`config.mk`:
```
export PLATFORM = sky130hd
export DESIGN_NAME = stack_push_pop_sequencer
export DESIGN_NICKNAME = d
export VERILOG_FILES = /design/src/rtl/stack_push_pop_sequencer.sv
export SDC_FILE = /design/constraint.sdc
export NUM_CORES = 1
export LEC_CHECK = 0
export ABC_AREA = 0
export BUFFER_PORTS_ARGS = -buffer_cell sky130_fd_sc_hd__clkbuf_2
export CAP_MARGIN = 0
export CORE_UTILIZATION = 50
export DETAILED_ROUTE_END_ITERATION = 10
export HOLD_SLACK_MARGIN = 0.02
export PLACE_DENSITY = 0.78
export SYNTH_ARGS = -nofsm -noshare
export SYNTH_HDL_FRONTEND = slang
export SYNTH_SLANG_ARGS = --single-unit
```
`constraint.sdc`:
```
create_clock -name clk -period 5.1 [get_ports clk]
set_input_delay 0.51 -clock clk [delete_from_list [all_inputs] [get_ports clk]]
set_output_delay 0.51 -clock clk [all_outputs]
set_load 0.005 [all_outputs]
```
`src/rtl/stack_push_pop_sequencer.sv`:
```
// stack_push_pop_sequencer
//   Multi-cycle stack sequencer for CALL/INT pushes and RET/RTI pops in the
//   memory stage. It drives the PC/flags forwarding mux selects, the
//   data-memory address and strobes, and the stack pointer. busy stalls the
//   pipeline while a sequence is running.
//
//   Optional feature macro: STACK_BOUNDS_CHECK_EN
//     When it is defined, a push with sp==0 or a pop with sp==SP_RESET faults.
//     The access is suppressed, stack_fault pulses for one cycle, and the
//     sequence aborts to IDLE. When it is undefined, the stack_fault port is
//     absent and SP wraps silently.
//
//   Ports
//     clk, rst        rising-edge clock, synchronous active-high reset
//     int_req         push PCH, PCL, flags
//     call_req        push PCH, PCL
//     rti_req         pop flags, PCL, PCH
//     ret_req         pop PCL, PCH
//     mem_rdata       read data, valid one cycle after mem_re
//     sp              registered stack pointer
//     mem_addr        stack access address
//     mem_we, mem_re  data-memory strobes
//     push_pc_flags   forward mux: select PC/flags
//     half_pc_sel     forward mux: 1 = PC high half
//     flags_sel       forward mux: select {12'b0,flags}
//     busy            sequence in progress
//     pc_out, pc_load restored PC and its one-cycle load strobe
//     flags_out, flags_load  restored flags and their strobe (RTI only)
//     stack_fault     bounds fault pulse (macro builds only)
module stack_push_pop_sequencer #(
  parameter int unsigned       ADDR_W   = 16,
  parameter logic [ADDR_W-1:0] SP_RESET = 16'hFFFF
) (
  input  logic              clk,
  input  logic              rst,
  input  logic              int_req,
  input  logic              call_req,
  input  logic              rti_req,
  input  logic              ret_req,
  input  logic [15:0]       mem_rdata,
  output logic [ADDR_W-1:0] sp,
  output logic [ADDR_W-1:0] mem_addr,
  output logic              mem_we,
  output logic              mem_re,
  output logic              push_pc_flags,
  output logic              half_pc_sel,
  output logic              flags_sel,
  output logic              busy,
  output logic [31:0]       pc_out,
  output logic              pc_load,
  output logic [3:0]        flags_out,
  output logic              flags_load
`ifdef STACK_BOUNDS_CHECK_EN
  ,
  output logic              stack_fault
`endif
);

  typedef enum logic [2:0] {
    IDLE, PUSH_HI, PUSH_LO, PUSH_FL, POP_FL, POP_LO, POP_HI, POP_WB
  } stateT;

  stateT       state, nextState;
  logic        withFlags;    // INT or RTI: the sequence includes the flags word
  logic [15:0] pcLo;
  logic [31:0] pcHeld;
  logic [3:0]  flagsHeld;
  logic        isPush, isPop, faultNow;

  assign isPush = (state == PUSH_HI) || (state == PUSH_LO) || (state == PUSH_FL);
  assign isPop  = (state == POP_FL)  || (state == POP_LO)  || (state == POP_HI);

`ifdef STACK_BOUNDS_CHECK_EN
  assign faultNow = (isPush && (sp == '0)) || (isPop && (sp == SP_RESET));
`else
  assign faultNow = 1'b0;
`endif

  always_ff @(posedge clk) begin
    if (rst) state <= IDLE;
    else     state <= nextState;
  end

  always_comb begin
    nextState = state;
    unique case (state)
      IDLE: begin
        if (int_req || call_req) nextState = PUSH_HI;
        else if (rti_req)        nextState = POP_FL;
        else if (ret_req)        nextState = POP_LO;
      end
      PUSH_HI: nextState = PUSH_LO;
      PUSH_LO: nextState = withFlags ? PUSH_FL : IDLE;
      PUSH_FL: nextState = IDLE;
      POP_FL:  nextState = POP_LO;
      POP_LO:  nextState = POP_HI;
      POP_HI:  nextState = POP_WB;
      POP_WB:  nextState = IDLE;
      default: nextState = IDLE;
    endcase
    if (faultNow) nextState = IDLE;
  end

  // Pop data arrives one cycle after its read. Flags land in POP_LO, PCL lands
  // in POP_HI, and PCH lands in POP_WB.
  always_ff @(posedge clk) begin
    if (rst) begin
      sp        <= SP_RESET;
      withFlags <= 1'b0;
      pcLo      <= '0;
      pcHeld    <= '0;
      flagsHeld <= '0;
    end else begin
      if (state == IDLE)
        withFlags <= int_req || (!call_req && rti_req);
      if (isPush && !faultNow) sp <= sp - 1'b1;
      if (isPop && !faultNow)  sp <= sp + 1'b1;
      if (state == POP_LO && withFlags) flagsHeld <= mem_rdata[3:0];
      if (state == POP_HI) pcLo <= mem_rdata;
      if (state == POP_WB) pcHeld <= {mem_rdata, pcLo};
    end
  end

  always_comb begin
    mem_addr      = isPop ? sp + 1'b1 : sp;
    mem_we        = isPush && !faultNow;
    mem_re        = isPop && !faultNow;
    push_pc_flags = isPush;
    half_pc_sel   = (state == PUSH_HI);
    flags_sel     = (state == PUSH_FL);
    busy          = (state != IDLE);
    pc_load       = (state == POP_WB);
    flags_load    = (state == POP_WB) && withFlags;
    // PCH is still on the read bus during the load strobe, so forward it directly.
    pc_out        = (state == POP_WB) ? {mem_rdata, pcLo} : pcHeld;
    flags_out     = flagsHeld;
`ifdef STACK_BOUNDS_CHECK_EN
    stack_fault   = faultNow;
`endif
  end

endmodule

```
## Word-level counts from Yosys, hierarchy flattened

Index checks and enable logic that the tools add are counted.
Widths: inputs -> output; s select.

| storage, ports and cells | value |
|---|---|
| output and inout bits | 76 |
| logic and storage cells | 39 |
| flip-flop bits (word level) | 72 |

| operators by class | value |
|---|---|
| $add $sub $neg | 2 |
| multiplexer cells | 9 |
| reductions and logical operators | 14 |
| equality and inequality tests | 8 |

Operator list:

| cell | count |
|---|---|
| $mux 16 | 3 |
| $mux 32 | 1 |
| $pmux 3 s7 | 1 |
| $add 16x1->16 const B | 1 |
| $sub 16x1->16 const B | 1 |
| $eq 3x3->1 const B | 4 |
| $mux 3 | 3 |
| $eq 3x2->1 const B | 2 |
| $logic_or 1x1->1 | 6 |
| $ne 4x4->1 const B | 1 |
| $eq 3x1->1 const B | 1 |
| $logic_and 1x1->1 | 3 |
| $logic_not 3->1 | 1 |
| $reduce_bool 3->1 | 1 |
| $mux 2 | 1 |
| $reduce_bool 2->1 | 1 |
| $reduce_or 2->1 | 1 |
| $logic_not 1->1 | 1 |

## Longest topological paths before layout

Gate-level depths: netlist of the first run.

| depth | value |
|---|---|
| depth after elaboration | 5 |
| depth in mapped cells | 7 |
| mapped depth without buffers | 6 |

## Least setup slack after synthesis of the first run

No wires, ideal clock.

| path | value |
|---|---|
| path kind | register to output |
| from | register sp[7] |
| to | output port mem_addr[15] |
| arrival time | 1.643 ns |
| stages on the path, launching flop included | 7 |
| setup slack | 2.947 ns |
| cell sequence | dfxtp_1 clkbuf_1 nand4_1 nor4_1 nand2_1 nor2_1 xor2_1 |

| on the way | value |
|---|---|
| cells in the longest elaborated chain, start to end | 2 |

RTL lines:

| element | RTL line | source |
|---|---|---|
| start: declaration | 41 | `output logic [ADDR_W-1:0] sp,` |
| start signal: assignment | 116 | `if (isPush && !faultNow) sp <= sp - 1'b1;` |
| start signal: assignment | 117 | `if (isPop && !faultNow) sp <= sp + 1'b1;` |
| $add 16x1->16 | 125 | `mem_addr = isPop ? sp + 1'b1 : sp;` |
| $mux 16 | 125 |  |
| end: declaration | 42 | `output logic [ADDR_W-1:0] mem_addr,` |

Every way passes these cells.

## Final worst setup path of the first run

| path | value |
|---|---|
| from | register sp[2] |
| to | output port mem_addr[15] |

Same word-level chain as after synthesis.

==> qor.yml, run 1 <==
outcome: "finished, violations left"
violations: "DRC"
cts_post_setup_buffers_inserted: 0
hold_end: "pcLo[14]"
layout_setup_ws_ps: 2215
num_rows: 29
rsz0062_at_grt: "false"
worstReg2RegEnd: "sp[15]"
r2r_start: "sp[2]"
synth-edff-count: 0
die_y_um: 83.88
fin_util_pct: 62.21
first_global_vias: 2706
cp.arrival_ps: 2370
synth.top_cell.area_share_pct: 43.00
vias: 3033
setup-violations-final: 0
synth-seq-cells: 72
syn_area_sq_um: 3352
yosysTopAreaCell: "dfxtp_1"
drc: 8
synthArstFlopShare_pct: 0
startpoint_type: "flop"
fp.dieArea_sq_um: 7035
totalWireLength_mm: 7.486
clock-sinks: 72
hpwl_mm: 5.227
antenna_found_initial: 0
grt_pass1_wl_mm: 12.32
crit_fanout: 15
cp-end-kind: "output pin"
die_width_um: 83.88
pre_cts_slack_ps: 2584
gr-total-overflow: 0
min_period_over_period_pct: 56.56
ys_seq_area_share_pct: 43.00
numPortBuffers: 97
maxSlewViolCount: 0
clk_path_buf_depth: 2
h-tree-depth: 3
cts_made_buffers: 9
max_cap_violations: 0
antenna_cells: 0
worstPathRequired_ps: 4590
route.detailed.wl_per_inst_um: 12.52
nets: 542
holdPathStages: 3
worst-path-buf-inv: 1
initial_utilization_pct: 52.19
clk_pin_slew_ps: 80
critical_path.slowest_cell: "dfxtp_1"
synthTopCellsByArea: "dfxtp_1, nand2_1, nor2b_1"
worstMarginPinSlew_ps: 970.8
cts_tree: "done"
period_needed_ps: 2885
fmax_mhz: 346.7
p_leak_uw: 0.001874
area_growth_pct: 19.19
hp-start: "mem_rdata[14]"
yosysMostFrequentCell: "nand2_1"
max_stage_delay_ps: 620
io_pins: 98
core_sq_um: 6422
fin_skew_ps: 8.806
synth_area_per_cell_sq_um: 7.670
drive_gt1_share_pct: 23.03
min_path_type: "primary input to flop"
synth-main-ff-cell: "dfxtp_1"
num-fill-cells: 576
crit_family: "simple AND/OR/NAND/NOR gates"
ctsResizeCount: 0
synth_common_cells: "nand2_1, dfxtp_1, nor2b_1"
ff2ff_path_depth: 5
gp_congestion: 0.8160
dr.pass1.iters: 7
r2r_slack_ps: 2990
ir_worst_vdd_mv: 0.1955
path_class: "flop to output pin"
drtAntennaViolNets: 0
slew_headroom_pct: 35.21
path_cells: "nand4_1, nor4_1, nand2_1, nor2_1, xor2_1, clkbuf_2"
cts_root_buf: "clkbuf_8"
clock_latency_ps: 340
vias_per_cell: 5.072
setup_tns_ps: 0
grt_usage_pct: 21.83
yosysUniqueCellTypes: 43
finalHoldViolations: 0
drtIter0Drc: 138
synthesis.nets: 463
syn-instance-count: 437
grt_max_degree: 76
powerDensity_nw_per_um2: 307.3
cts_hold_buf: 0
yosys_warnings: 0
==> report_power, final <==
part	internal, uW	leakage (uW)	switching [uW]
clock network	178	0.0000831	220
logic	96.5	0.00121	110
registers	582	0.000583	40.9
total	857	0.00187	371
==> through the flow <==
step / cell area [sq um] / hold slack, ps / std cells / power, uW
floorplan: 3352 / 436.6 / 437 / 765.5
CTS: 3995 / 388.6 / 598 / 1235
detailed placement: 3825 / 448.0 / 582 / 842.0
global route: 3995 / 387.5 / 598 / 1292
global placement: 3825 / 442.3 / 582 / 836.0
finish: 3995 / 396.8 / 598 / 1228
==> per-layer routing <==
metal | part of all wire [%] | GRT usage, % | wire length (um) | up-vias
li1 | - | - | - | 1559
met5 | 0 | 0 | 0 | -
met1 | 47 | 27.89 | 3543 | 1392
met3 | 4.7 | 5.341 | 352 | 8
met4 | 1.2 | 8.934 | 87 | 0
met2 | 47 | 35.32 | 3504 | 74
==> layout by cell type (no fill, tap or decap), types with 2 or more instances in the layout <==
master | Yosys | layout
nor4_1 | 4 | 4
xor2_1 | 8 | 8
xnor2_1 | 17 | 17
inv_6 | 0 | 2
o32ai_1 | 3 | 3
nand3_1 | 6 | 6
buf_4 | 1 | 2
o21ai_0 | 3 | 3
nand2_1 | 142 | 142
ha_1 | 4 | 4
or3_1 | 3 | 3
a31oi_1 | 2 | 2
o21bai_1 | 2 | 2
nor2b_1 | 36 | 36
mux2i_1 | 7 | 7
a21oi_1 | 21 | 21
clkinv_2 | 0 | 2
inv_1 | 11 | 11
clkinvlp_4 | 0 | 2
o31ai_1 | 2 | 2
clkbuf_2 | 0 | 97
and2_1 | 2 | 2
dfxtp_1 | 72 | 72
nand2b_1 | 14 | 14
nand4_1 | 4 | 4
nor2_1 | 18 | 18
nor3_1 | 7 | 7
clkbuf_8 | 0 | 9
or4_4 | 2 | 2
==> sequential cells by signal, summed over array words and instances, names as in the netlist <==
| signal | flops |
|---|---|
| state | 3 |
| pcHeld | 32 |
| withFlags | 1 |
| flags_out | 4 |
| sp | 16 |
| pcLo | 16 |
==> cell type report <==
type | instances | area, sq um | share of cell area, %
flip-flops and latches | 72 | 1441 | 36.08
repair buffers | 99 | 500.5 | 12.53
clock inverters | 6 | 42.54 | 1.065
clock buffers | 10 | 127.6 | 3.194
well taps | 77 | 96.34 | 2.412
inverters | 11 | 41.29 | 1.034
multi-input cells | 323 | 1745 | 43.69
==> worst min-delay path: cells and delay by family <==
family | cells | cell delay (ps)
simple gates | 1 | 50
buf+inv | 1 | 90
compound gates | 1 | 50
==> kinds of logic (layout without fill, tap and decap cells) <==
logic type,Yosys count,in the layout,synth area share (%)
and+or+nand+nor,244,244,33.82
DFF,72,72,43.00
AOI/OAI and AO/OA,43,43,8.138
buffers and inverters,42,126,4.927
xor gates and xnor gates,25,25,6.532
muxes,7,7,2.090
adders and majority gates,4,4,1.493
==> how the worst max path moves through the flow <==
stage                     startpoint           end  slack, ps  cells past startpoint
final                          sp[2]  mem_addr[15]       2220                      6
after global routing           sp[2]  mem_addr[15]       1980                      6
after CTS                      sp[2]  mem_addr[15]       2200                      6
after detailed placement       sp[2]  mem_addr[15]       2580                      6
after global placement         sp[2]  mem_addr[15]       2700                      6
after floorplan                sp[7]  mem_addr[15]       2950                      6
Note: power is estimated with default switching activity, not from simulation.
==> run 2: changes to the inputs <==
- ABC_AREA: 0 -> 1
- CORE_UTILIZATION: 50 -> 49
- PLACE_DENSITY: 0.78 -> 0.77
- clock period: 5.1 -> 2.6 ns (I/O delays scaled with it)
==> run 2 against run 1 <==
  * The run now ends clean
  * Largest power group unchanged
  * Sequential power increased by 120%
  * Cell area increased by 19%
  * Count of clock-buffer cells in the layout increased by 2
  * Clock power increased by 130%
  * Cell count increased by 31%
  * First-iteration DRC count increased by 93%
  * Combinational power increased to 5.5 times the previous value
  * Non-clock buffer count increased by 1
  * Largest cell class unchanged
  * Worst setup slack got worse by 2000 ps
  * Area after synthesis increased by 23%
  * Hold slack got worse by 220 ps
==> qor.yml, run 2 <==
drtIter0Drc: 266
route.detailed.wl_per_inst_um: 13.42
yosysUniqueCellTypes: 37
ys_seq_area_share_pct: 35.10
numPortBuffers: 97
ir_worst_vdd_mv: 0.3555
initial_utilization_pct: 50.23
worstMarginPinSlew_ps: 793.4
path_class: "flop to output pin"
startpoint_type: "flop"
layout_commonest_cell: "nand2_1"
ctsResizeCount: 0
cts_root_buf: "clkbuf_8"
critical_path.slowest_cell: "inv_2"
h-tree-depth: 3
yosysTopAreaCell: "dfxtp_1"
largest_reg_flops: 32
clock_latency_ps: 350
clk_path_buf_depth: 2
fin_skew_ps: 15.01
totalWireLength_mm: 10.50
clk_pin_slew_ps: 80
fp.dieArea_sq_um: 8751
timing.critical_path.from: "state[1]"
synth.top_cell.area_share_pct: 35.10
setup_tns_ps: 0
synth-main-ff-cell: "dfxtp_1"
path_cells: "nand2_4, nand2_4, inv_2, nand3_1, o21ai_0, clkbuf_2"
synth_common_cells: "nand2_1, inv_1, dfxtp_1"
cp-end-kind: "output pin"
synthTopCellsByArea: "dfxtp_1, nand2_1, inv_1"
die_y_um: 93.55
outcome: "finished, final reports clean"
placed_area_sq_um: 4546
hp-start: "mem_rdata[4]"
crit_fanout: 31
reg.largest.list: "pcHeld (32), pcLo (16), sp (16)"
max_stage_delay_ps: 470
cpMostUsedCell: "nand2_4"
min_period_over_period_pct: 90.58
cts_made_buffers: 9
io_pins: 98
drc: 0
clock-sinks: 72
fmax_mhz: 424.6
nets: 699
num_rows: 33
min_path_type: "primary input to flop"
final_area_sq_um: 4743
regMostFlops: "pcHeld"
maxSlewViolCount: 0
worstPathRequired_ps: 2340
finalHoldViolations: 0
max_cap_violations: 0
grt_usage_pct: 24.25
syn_area_sq_um: 4106
core_sq_um: 8175
slew_headroom_pct: 46.78
layout_setup_ws_ps: 244.9
cts_post_setup_buffers_inserted: 0
powerDensity_nw_per_um2: 714.0
synth_area_per_cell_sq_um: 6.890
vias: 4097
synthArstFlopShare_pct: 0
antenna_cells: 0
fin_hold_ws_ps: 179.2
dr.pass1.iters: 5
synthesis.nets: 622
p_leak_uw: 0.002366
pre_cts_slack_ps: 497.2
gr-total-overflow: 0
syn-instance-count: 596
setup-violations-final: 0
grt_pass1_wl_mm: 16.52
rsz0062_at_grt: "false"
layout_common_cells: "nand2_1, clkbuf_2, inv_1, dfxtp_1, a21oi_1"
area_growth_pct: 15.51
gp_congestion: 0.8714
grt_max_degree: 91
period_needed_ps: 2355
cp.arrival_ps: 2100
hpwl_mm: 7.349
vias_per_cell: 5.232
synth-edff-count: 0
yosys_warnings: 0
drive_gt1_share_pct: 25.37
cts_tree: "done"
drtAntennaViolNets: 0
die_width_um: 93.55
first_global_vias: 3619
synth-seq-cells: 72
cts_hold_buf: 0
r2r_start: "state[2]"
yosysMostFrequentCell: "nand2_1"
antenna_found_initial: 0
-- run 2: changes by cell type in the layout (fill, tap and decap cells not counted), moves of 21 or more --
cell      delta
inv_1       +81
nor2_1      +25
a21oi_1     +43
o21ai_0     +40
nand2_1     -34
nor2b_1     -36
or2_2       +30
nand3_1     +24
a211oi_1    +21
-- run 2: area by class of cell --
cell class / count / area [sq um]
clock inverter: 4 / 51.30
multi-input combinational: 394 / 2092
timing repair buffer: 100 / 520.5
tap: 105 / 131.4
sequential: 72 / 1443
fill: 809 / 3432
clock buffer: 12 / 145.1
inverter: 96 / 360.3
-- run 2: cells by family after synthesis --
group | synth area share, %
XOR/XNOR | 0.4266
AND/OR/NAND/NOR | 26.33
flip-flops | 35.10
buffers and inverters | 13.95
AO/OA/AOI/OAI | 22.97
adder cells (fa/ha/maj) | 1.219
-- run 2: through the flow --
step | utilization, % | cells | power (uW)
final | 58.02 | 783 | 3387
after CTS | 58.00 | 783 | 3386
after detailed placement | 55.60 | 767 | 2495
after global placement | 55.60 | 767 | 2462
after floorplan | - | 596 | 2140
after global routing | 58.02 | 783 | 3601
-- run 2: path summary, 6_finish.rpt --
check,end,slack [ps],depth (start not counted)
setup / recovery,mem_addr[9],240,6
hold / removal,pcHeld[20],180,3
setup reg to reg,sp[0],700,8
hold reg to reg,pcHeld[15],470,2
-- run 2: critical path, delay by kind of cell, from the launching register on --
kind	cells	cell delay (ps)
buf+inv	2	640
simple gates	3	530
flops	1	400
compound gates	1	160
-- run 2: layer usage --
layer | routed length, um | share of wire, % | vias up | global-route usage (%)
li1 | - | - | 2074 | -
met1 | 4749 | 45 | 1861 | 32.46
met2 | 4836 | 46 | 150 | 38.54
met3 | 776 | 7.4 | 12 | 4.634
met4 | 141 | 1.3 | 0 | 9.231
met5 | 0 | 0 | - | 0
-- run 2: where the power goes --
part           switching, uW  internal [uW]
Sequential               152           1190
Combinational            727            414
Clock                    428            472
==> run 3: changes to the inputs <==
- ABC_AREA: 1 -> not set
- CORE_UTILIZATION: 49 -> 47
- PLACE_DENSITY: 0.77 -> 0.76
- REMOVE_ABC_BUFFERS: not set -> 1
==> run 3 against run 2 <==
  * Utilization rose by 2.3 points
  * Routed wire length decreased by 30%
  * Global-route usage decreased by 3.3 points
  * Highest routed layer unchanged
  * Total power down 23%
  * Sequential power shrank 10%
  * Largest cell class unchanged
  * Critical path depth stayed put
  * Die area shrank 15%
==> qor.yml, run 3 (synthesis results as in run 1) <==
first_global_vias: 2779
cts_tree: "done"
grt_usage_pct: 20.96
hold_end: "pcLo[13]"
slew_headroom_pct: 36.11
p_comb_share_pct: 16.7
h-tree-depth: 3
cts_post_setup_buffers_inserted: 0
startpoint_type: "flop"
reg.largest.list: "pcHeld (32), pcLo (16), sp (16)"
initial_utilization_pct: 49.07
min_period_over_period_pct: 93.00
seqPwrFrac_pct: 46.2
numPortBuffers: 97
clk_pin_slew_ps: 80
p_leak_uw: 0.001924
cts_root_buf: "clkbuf_8"
setup-violations-final: 0
dp.cells: 607
p_int_uw: 1889
ff2ff_path_depth: 5
regMostFlops: "pcHeld"
gr-total-overflow: 0
layout_commonest_cell: "nand2_1"
period_needed_ps: 2418
fin_util_pct: 60.31
maxSlewViolCount: 0
nets: 548
power.total_uw: 2614
drive_gt1_share_pct: 24.10
clock_latency_ps: 330
r2r_slack_ps: 550
vias: 3036
core_sq_um: 6832
cts_made_buffers: 9
die_width_um: 86.45
fin_skew_ps: 8.894
hpwl_mm: 5.074
grt_max_degree: 50
path_class: "flop to output pin"
cp.arrival_ps: 2160
fin_hold_ws_ps: 153.6
clock-sinks: 72
cp-end-kind: "output pin"
fp.dieArea_sq_um: 7474
r2r_start: "sp[0]"
crit_fanout: 11
layout_common_cells: "nand2_1, clkbuf_2, dfxtp_1, nor2b_1, a21oi_1"
drtIter0Drc: 175
grt_pass1_wl_mm: 12.41
antenna_cells: 0
fin_cells: 623
outcome: "finished, final reports clean"
dr.pass1.iters: 5
clkPwrFrac_pct: 37.1
ir_worst_vdd_mv: 0.4975
largest_reg_flops: 32
antenna_found_initial: 0
drc: 0
gp_congestion: 0.9069
io_pins: 98
vias_per_cell: 4.873
finalHoldViolations: 0
route.detailed.wl_per_inst_um: 11.83
setup_tns_ps: 0
area_growth_pct: 22.92
switching_power_uw: 725.3
powerDensity_nw_per_um2: 634.4
drtAntennaViolNets: 0
holdPathStages: 3
die_y_um: 86.45
netSwitchingFraction_pct: 27.75
worstMarginPinSlew_ps: 958.3
fmax_mhz: 413.6
clk_path_buf_depth: 2
worstReg2RegEnd: "sp[15]"
hp-start: "mem_rdata[13]"
min_path_type: "primary input to flop"
max_cap_violations: 0
totalWireLength_mm: 7.371
num_rows: 30
worstPathRequired_ps: 2340
==> run 3: stage by stage <==
step	instance area, sq um	worst slack (ps)
6_report	4120	182.0
5_1_grt	4120	-1.814
4_1_cts	4114	54.30
3_5_place_dp	3894	435.9
3_3_place_gp	3894	537.3
2_1_floorplan	3228	247.0
==> run 3: cell type report <==
class	instances	area [sq um]
sequential	72	1441
tap	96	120.1
clock buffer	10	127.6
inverter	11	41.29
fill	620	2711
clock inverter	6	92.59
multi-input combinational	323	1752
timing repair buffer	105	545.5
==> run 3: what timing repair did <==
| item | in CTS | in global routing |
|---|---|---|
| hold buffers | 0 | 0 |
| resized for setup | 0 | 1 |
| endpoints found under the setup margin | 0 | 2 |
==> run 3: metal layers <==
layer  GRT usage (%)  share of wire (%)  vias to the layer above  wire length [um]
met1           26.87                 48                     1364              3502
met4           8.636                1.1                        0                84
li1                -                  -                     1569                 -
met2           33.62                 45                       96              3345
met3           5.429                6.0                        7               439
met5               0                  0                        -                 0
==> run 3: worst max path at each step <==
stage          cells past startpoint  slack [ps]            to     start
2_1_floorplan                      4         250     pc_out[0]  state[0]
3_3_place_gp                       6         540  mem_addr[15]     sp[5]
3_5_place_dp                       6         440  mem_addr[15]     sp[4]
4_1_cts                            6          50  mem_addr[15]     sp[4]
5_1_grt                            6          -2  mem_addr[15]     sp[2]
6_report                           6         180  mem_addr[12]  state[2]
==> run 3: power by group through the flow <==
stage | combinational (uW) | clock, uW | sequential [uW]
2_1_floorplan | 241 | 0 | 1230
3_3_place_gp | 422 | 0 | 1230
3_5_place_dp | 430 | 0 | 1230
4_1_cts | 432 | 989 | 1210
5_1_grt | 489 | 1040 | 1220
6_report | 436 | 969 | 1210
==> run 3: critical path, cell delays in order, from the launching register on <==
cell	delay (ps)
dfxtp_1	470
a21boi_2	450
nand2_1	270
nor2_1	240
nand3_1	120
xnor2_1	150
clkbuf_2	130
